<file path="config.mk">
export PLATFORM = sky130hd
export DESIGN_NAME = vend_change_flat
export DESIGN_NICKNAME = d
export VERILOG_FILES = /design/src/rtl/vend_change_if.sv /design/src/rtl/vend_change.sv /design/src/flat_wrapper.sv
export SDC_FILE = /design/constraint.sdc
export NUM_CORES = 1
export LEC_CHECK = 0
export ABC_AREA = 0
export CAP_MARGIN = 20
export CORE_ASPECT_RATIO = 0.75
export CORE_MARGIN = 5
export CORE_UTILIZATION = 40
export DETAILED_ROUTE_END_ITERATION = 7
export GPL_TIMING_DRIVEN = 0
export PLACE_DENSITY_LB_ADDON = 0.12
export SETUP_SLACK_MARGIN = 0.15
export SLEW_MARGIN = 20
export SYNTH_ARGS = -nofsm -noshare
export SYNTH_HDL_FRONTEND = slang
export SYNTH_SLANG_ARGS = --single-unit
export TNS_END_PERCENT = 30
</file>
<file path="constraint.sdc">
create_clock -name clock -period 3.32 [get_ports clock]
set_input_delay 0.664 -clock clock [delete_from_list [all_inputs] [get_ports clock]]
set_output_delay 0.664 -clock clock [all_outputs]
set_load 0.005 [all_outputs]
</file>
<file path="src/rtl/vend_change_if.sv">
// Coin-acceptor to vend-controller bus: coin/cancel strobes in, dispense/change/reject pulses and credit out.
interface vend_change_if #(
    parameter int CREDIT_W = 4
);
    logic [1:0]          coin;
    logic                cancel;
    logic                newspaper;
    logic                change_nickel;
    logic                coin_reject;
    logic                busy;
    logic [CREDIT_W-1:0] credit;

    modport master (
        output coin, cancel,
        input  newspaper, change_nickel, coin_reject, busy, credit
    );

    modport slave (
        input  coin, cancel,
        output newspaper, change_nickel, coin_reject, busy, credit
    );
endinterface

</file>
<file path="src/rtl/vend_change.sv">
// Parametrised vending controller: collects nickel/dime/quarter credit, dispenses one item at PRICE,
// then pays back any surplus one nickel per cycle. Cancel refunds the whole credit the same way.
module vend_change #(
    parameter int PRICE    = 3,
    parameter int CREDIT_W = 4,
    parameter int Q_UNITS  = 5
) (
    input  logic         clock,
    input  logic         reset,
    vend_change_if.slave bus
);
    localparam int SW = CREDIT_W + 3;
    localparam logic [SW-1:0]       MAX_C   = SW'((1 << CREDIT_W) - 1);
    localparam logic [SW-1:0]       PRICE_W = SW'(PRICE);
    localparam logic [CREDIT_W-1:0] PRICE_C = CREDIT_W'(PRICE);
    localparam logic [SW-1:0]       Q_VAL   = SW'(Q_UNITS);

    typedef enum logic [1:0] {
        COLLECT = 2'd0,
        VEND    = 2'd1,
        CHANGE  = 2'd2
    } state_t;

    state_t              state_q, state_nxt;
    logic [CREDIT_W-1:0] credit_q, credit_nxt;
    logic                reject_q, reject_nxt;
    logic [SW-1:0]       coin_val;
    logic [SW-1:0]       sum;
    logic [CREDIT_W-1:0] after_sale;

    always_comb begin
        case (bus.coin)
            2'b01:   coin_val = SW'(1);
            2'b10:   coin_val = SW'(2);
            2'b11:   coin_val = Q_VAL;
            default: coin_val = '0;
        endcase
    end

    // Sum is kept wide so an overflowing coin is detected rather than wrapped.
    assign sum        = {3'b000, credit_q} + coin_val;
    assign after_sale = credit_q - PRICE_C;

    always_comb begin
        state_nxt  = state_q;
        credit_nxt = credit_q;
        reject_nxt = 1'b0;
        case (state_q)
            COLLECT: begin
                if (bus.cancel) begin
                    reject_nxt = (bus.coin != 2'b00);
                    if (credit_q != '0) state_nxt = CHANGE;
                end else if (bus.coin != 2'b00) begin
                    if (sum > MAX_C) begin
                        reject_nxt = 1'b1;
                    end else begin
                        credit_nxt = sum[CREDIT_W-1:0];
                        if (sum >= PRICE_W) state_nxt = VEND;
                    end
                end
            end
            VEND: begin
                reject_nxt = (bus.coin != 2'b00);
                credit_nxt = after_sale;
                state_nxt  = (after_sale != '0) ? CHANGE : COLLECT;
            end
            CHANGE: begin
                reject_nxt = (bus.coin != 2'b00);
                if (credit_q <= CREDIT_W'(1)) begin
                    credit_nxt = '0;
                    state_nxt  = COLLECT;
                end else begin
                    credit_nxt = credit_q - CREDIT_W'(1);
                end
            end
            default: begin
                credit_nxt = '0;
                state_nxt  = COLLECT;
            end
        endcase
    end

    always_ff @(posedge clock) begin
        if (reset) begin
            state_q  <= COLLECT;
            credit_q <= '0;
            reject_q <= 1'b0;
        end else begin
            state_q  <= state_nxt;
            credit_q <= credit_nxt;
            reject_q <= reject_nxt;
        end
    end

    assign bus.newspaper     = (state_q == VEND);
    assign bus.change_nickel = (state_q == CHANGE);
    assign bus.busy          = (state_q != COLLECT);
    assign bus.coin_reject   = reject_q;
    assign bus.credit        = credit_q;
endmodule
</file>
<file path="src/flat_wrapper.sv">
// flat-port wrapper written by rule: the top's interface ports become plain ports
module vend_change_flat 
#(
    parameter int PRICE    = 3,
    parameter int CREDIT_W = 4,
    parameter int Q_UNITS  = 5
)
  (clock, reset, bus_coin, bus_cancel, bus_newspaper, bus_change_nickel, bus_coin_reject, bus_busy, bus_credit);
  vend_change_if #(.CREDIT_W(CREDIT_W)) bus_i ();
  input  logic clock;
  input  logic reset;
  input wire logic [$bits(bus_i.coin)-1:0] bus_coin;
  input wire logic [$bits(bus_i.cancel)-1:0] bus_cancel;
  output wire logic [$bits(bus_i.newspaper)-1:0] bus_newspaper;
  output wire logic [$bits(bus_i.change_nickel)-1:0] bus_change_nickel;
  output wire logic [$bits(bus_i.coin_reject)-1:0] bus_coin_reject;
  output wire logic [$bits(bus_i.busy)-1:0] bus_busy;
  output wire logic [$bits(bus_i.credit)-1:0] bus_credit;
  assign bus_i.coin = bus_coin;
  assign bus_i.cancel = bus_cancel;
  assign bus_newspaper = bus_i.newspaper;
  assign bus_change_nickel = bus_i.change_nickel;
  assign bus_coin_reject = bus_i.coin_reject;
  assign bus_busy = bus_i.busy;
  assign bus_credit = bus_i.credit;
  vend_change #(.PRICE(PRICE), .CREDIT_W(CREDIT_W), .Q_UNITS(Q_UNITS)) u_core (.clock(clock), .reset(reset), .bus(bus_i));
endmodule
</file>
After elaboration in Yosys (flattened, before gate mapping) --
Index checks and enable logic that the tools add are counted.
Cells by class: $add $sub $neg 3, order comparisons 3, equal/unequal tests 13, mux-type cells 18, reduce and logical (&&, ||, !) cells 8
Operators with widths (number):
- $mux 4 | 4
- $mux 2 | 7
- $pmux 4 s3 | 1
- $ne 3x2->1 const B | 3
- $pmux 3 s3 | 1
- $reduce_bool 4->1 | 2
- $ge 7x2->1 const B | 1
- $gt 7x4->1 const B | 1
- $eq 2x2->1 const B | 3
- $pmux 2 s3 | 1
- $add 4x3->5 | 1
- $reduce_and 5->1 | 1
- $eq 2x1->1 const B | 2
- $le 4x1->1 const B | 1
- $ne 2x1->1 const B | 2
- $ne 2x2->1 const B | 2
- $reduce_bool 2->1 | 2
- $sub 4x1->4 const B | 1
- $sub 4x2->4 const B | 1
- $mux 1 | 3
- $ne 3x3->1 const B | 1
- $reduce_and 3->1 | 1
- $logic_not 2->1 | 1
- $pmux 1 s2 | 1
- $reduce_or 2->1 | 1
Word-level totals: flip-flop bits (word level) 7, input bits 5, output and inout bits 8

Logic depth before layout (Yosys ltp) --
word-level depth 9, mapped depth 8, mapped depth without buffers 7

Worst setup path before layout --
No wires, ideal clock.
kind input -> register, from input bus_coin[0], to register u_core.state_q[1], data arrival time 2.383 ns, required time 3.197 ns, setup slack 0.814 ns, stages 6, buffers on the path 0, cells stage by stage ha_1 -> fa_1 -> xor2_1 -> or4b_4 -> a31oi_1 -> mux2_1
Between the ends: word-level cells in the longest chain between the ends 6
Ends and longest elaborated chain:
- start, declared | RTL line flat_wrapper.sv:12 | input wire logic [$bits(bus_i.coin)-1:0] bus_coin;
- $eq 2x2->1 / $eq 2x1->1 (equally long branches) | RTL line vend_change.sv:32 | case (bus.coin)
- $pmux 3 s3 | RTL line vend_change.sv:32
- $add 4x3->5 | RTL line vend_change.sv:41 | assign sum = {3'b000, credit_q} + coin_val;
- $gt 7x4->1 / $ge 7x2->1 (equally long branches) | RTL line vend_change.sv:54, vend_change.sv:58
- $ne 3x3->1 (no line) / $ne 3x2->1 (equally long branches)
- $reduce_and 5->1 (no line) *
- end signal, assigned | RTL line vend_change.sv:89 | state_q <= state_nxt;
- end, declared | RTL line vend_change.sv:24 | state_t state_q, state_nxt;
Mark *: on every way between the ends. The rest lies on a longest branch, timed or not. A chain may end at the register's enable or synchronous reset.

Worst setup path after layout --
Ends and elaborated chain as after synthesis.

==> load_flow_metrics.sql <==
INSERT INTO impl_metrics (metric_group, metric, value, unit) VALUES
('power', 'power.combinational.fraction', '71.2', '%'),
('drt', 'drt-initial-drc-count', '49', ''),
('global_routing', 'grt_pass1_vias', '616', ''),
('min_path', 'cells_on_worst_hold_path', '2', ''),
('synth', 'yosys.area.top_type', 'sky130_fd_sc_hd__dfxtp_1', ''),
('clock_tree', 'hold_buffers', '0', ''),
('synth', 'synth_enable_flop_cells', '0', ''),
('drt', 'routed_wire_length', '1.70', 'mm'),
('critical_path', 'critical_path_buf_inv_count', '1', ''),
('clock_tree', 'later_pin_clock_latency_in_the_skew_report', '0.26', 'ns'),
('drt', 'drtAntennaViolNets', '0', ''),
('critical_path', 'worstRegToRegCells', '7', ''),
('cells_and_area', 'finalInstanceArea', '907', 'sq um'),
('min_path', 'worstHoldPathType', 'reg -> reg', ''),
('power', 'internal_power', '481', 'uW'),
('clock_tree', 'cts_max_path_buffers', '2', ''),
('place', 'place_hpwl', '1.33', 'mm'),
('floorplan', 'floorplan.die.height', '47.3', 'um'),
('power', 'power_frac_clock', '9.0', '%'),
('critical_path', 'r2r_end', 'u_core.state_q[1]$_SDFFE_PP0P_', ''),
('drt', 'avgRoutedWirePerCell', '13.6', 'um'),
('floorplan', 'rows', '13', ''),
('cells_and_area', 'fill_cells', '176', ''),
('synth', 'syn_area', '743', 'sq um'),
('clock_tree', 'cts_repair_resize_count', '0', ''),
('cells_and_area', 'area.growth.synth_to_final', '22.1', '%'),
('critical_path', 'highest_net_fanout_along_the_worst_path', '4', ''),
('min_path', 'worstHoldEndpoint', 'u_core.state_q[0]$_SDFFE_PP0P_', ''),
('global_routing', 'global_route_congestion_overflow_total', '0', ''),
('critical_path', 'regToRegSetupSlack', '0.85', 'ns'),
('drt', 'detail_routed_via_count_per_cell', '5.42', ''),
('clock_tree', 'tritoncts', 'built', ''),
('critical_path', 'critical_path_arrival', '3.02', 'ns'),
('timing', 'timing_worst_slew_pin_value', '0.456', 'ns'),
('floorplan', 'die_x', '59.8', 'um'),
('clock_tree', 'cts.sinks', '7', ''),
('synth', 'synthesis.area_per_instance', '8.45', 'sq um'),
('outcome', 'result_of_the_run', 'finished, final reports clean', ''),
('timing', 'rsz0062_at_grt', 'no', ''),
('critical_path', 'worst-endpoint-required', '3.46', 'ns'),
('synth', 'synth_ff_type', 'sky130_fd_sc_hd__dfxtp_1', ''),
('power', 'power_switching_share', '45.1', '%'),
('global_routing', 'grt_first_pass_wirelength', '3.02', 'mm'),
('drt', 'drt_pass1_iterations', '5', ''),
('timing', 'max_clock_freq', '348', 'MHz'),
('power', 'total_leakage_power', '0.365', 'nW'),
('power', 'cellPowerDensity', '967', 'mW/mm^2'),
('timing', 'timing.final.setup_violations', '0', ''),
('place', 'globalplace.congestion', '0.811', ''),
('place', 'dpl_cell_area', '881', 'sq um'),
('clock_tree', 'cts_setup_buffers', '0', ''),
('cells_and_area', 'share_of_layout_cells_above_drive_strength_1', '12.6', '%'),
('timing', 'finalCriticalPeriod', '2.88', 'ns'),
('synth', 'yosys_warnings', '0', ''),
('min_path', 'timing.hold.worst.start', 'u_core.state_q[0]$_SDFFE_PP0P_', ''),
('cells_and_area', 'antennaDiodeCount', '0', ''),
('critical_path', 'critical_path.max_stage_delay', '0.50', 'ns'),
('floorplan', 'fp.dieArea', '0.00283', 'sq mm'),
('synth', 'postSynthNetCount', '105', ''),
('power', 'seqPwrFrac', '19.9', '%'),
('synth', 'netlist_instances', '88', ''),
('timing', 'max-slew-margin-rel', '69.2', '%'),
('clock_tree', 'worst_setup_hold_path_clk_slew', '0.05', 'ns'),
('power', 'power.net_switching', '396', 'uW'),
('critical_path', 'critical_path.cell_chain', 'clkdlybuf4s50_1, ha_1, fa_1, xor2_1, or4b_4, a31oi_1, mux2_1', ''),
('clock_tree', 'cts-root-buf', 'sky130_fd_sc_hd__clkbuf_4', ''),
('synth', 'ys_async_sr_fraction', '0', '%'),
('power', 'vdd_ir_drop_max', '0.000503', 'V'),
('critical_path', 'crit_path_end_kind', 'flip-flop', ''),
('floorplan', 'starting_utilization_of_the_core_area', '42.3', '%'),
('synth', 'synth.top_cells.by_count', '12 x sky130_fd_sc_hd__nand2_1, 11 x sky130_fd_sc_hd__ha_1, 7 x sky130_fd_sc_hd__dfxtp_1, 7 x sky130_fd_sc_hd__inv_1, 5 x sky130_fd_sc_hd__a21oi_1', '');
## layout by cell type (no fill, tap or decap), types with 2 or more instances in the layout
cell,netlist,final
sky130_fd_sc_hd__nand2_1,12,12
sky130_fd_sc_hd__a21oi_1,5,5
sky130_fd_sc_hd__clkbuf_4,0,3
sky130_fd_sc_hd__dfxtp_1,7,7
sky130_fd_sc_hd__o21ai_0,3,3
sky130_fd_sc_hd__xor2_1,2,2
sky130_fd_sc_hd__a211o_1,2,2
sky130_fd_sc_hd__nand3_1,2,2
sky130_fd_sc_hd__clkdlybuf4s50_1,1,12
sky130_fd_sc_hd__inv_1,7,7
sky130_fd_sc_hd__ha_1,11,11
sky130_fd_sc_hd__nor3_1,3,3
sky130_fd_sc_hd__a31oi_1,3,3
sky130_fd_sc_hd__mux2i_1,2,2
sky130_fd_sc_hd__nor2_1,3,3
sky130_fd_sc_hd__o31a_1,2,2
sky130_fd_sc_hd__buf_2,2,2
## flip-flops by register name (all words and copies together) (netlist names)
name	cells
u_core.bus.credit	4
u_core.state_q	2
u_core.bus.coin_reject	1
## power by group through the flow
stage | combinational [mW] | clock (mW) | sequential [mW]
floorplan | 0.434 | 0 | 0.167
global placement | 0.621 | 0 | 0.180
detailed placement | 0.617 | 0 | 0.178
CTS | 0.622 | 0.0820 | 0.177
global route | 0.694 | 0.0897 | 0.186
finish | 0.624 | 0.0788 | 0.174
## tightest hold or removal path: cells and delay by family, from the launching register on
kind	cells	cell delay, ns
compound gates	1	0.15
simple gates	1	0.05
flops	1	0.34
## kinds of logic after synthesis
group | count (synthesis) | share of synthesized area, %
and+or+nand+nor | 29 | 21.4
AOI/OAI and AO/OA | 22 | 21.7
xor gates and xnor gates | 3 | 3.54
adders and majority gates | 13 | 22.6
muxes | 3 | 4.21
DFF | 7 | 18.9
buffers and inverters | 11 | 7.74
## how the worst max path moves through the flow
stage	from	to	slack, ns	depth (start not counted)
global placement	bus_coin[0]	u_core.state_q[1]$_SDFFE_PP0P_	0.22	7
CTS	bus_coin[0]	u_core.state_q[1]$_SDFFE_PP0P_	0.44	7
detailed placement	bus_coin[0]	u_core.state_q[1]$_SDFFE_PP0P_	0.22	7
finish	bus_coin[0]	u_core.state_q[1]$_SDFFE_PP0P_	0.44	7
floorplan	bus_coin[0]	u_core.state_q[1]$_SDFFE_PP0P_	0.81	6
global route	bus_coin[1]	u_core.state_q[1]$_SDFFE_PP0P_	0.35	8
## metal layers
layer,vias up,GRT usage (%),wire (um)
met1,296,20.5,820
met2,29,21.1,744
met4,0,3.98,9
met5,-,0,0
li1,349,-,-
met3,3,4.95,126
## area by class of cell
| class | count | area, sq um | share of cell area, % |
|---|---|---|---|
| Buffer | 4 | 31.3 | 3.45 |
| Clock buffer | 4 | 26.3 | 2.90 |
| Timing Repair Buffer | 11 | 110 | 12.1 |
| Tap cell | 22 | 27.5 | 3.03 |
| Inverter | 7 | 26.3 | 2.90 |
| Multi-Input combinational cell | 70 | 546 | 60.1 |
| Sequential cell | 7 | 140 | 15.4 |
## stage by stage
step | util [%] | cells | setup slack [ns] | hold slack, ns | power, mW
floorplan | - | 88 | 0.814 | 0.540 | 0.601
global placement | 50.1 | 121 | 0.215 | 0.577 | 0.801
detailed placement | 50.1 | 121 | 0.218 | 0.578 | 0.795
CTS | 51.6 | 125 | 0.443 | 0.585 | 0.881
global route | 51.6 | 125 | 0.354 | 0.605 | 0.970
finish | 51.6 | 125 | 0.443 | 0.582 | 0.877
No activity file was read; power rests on OpenSTA's default activity.
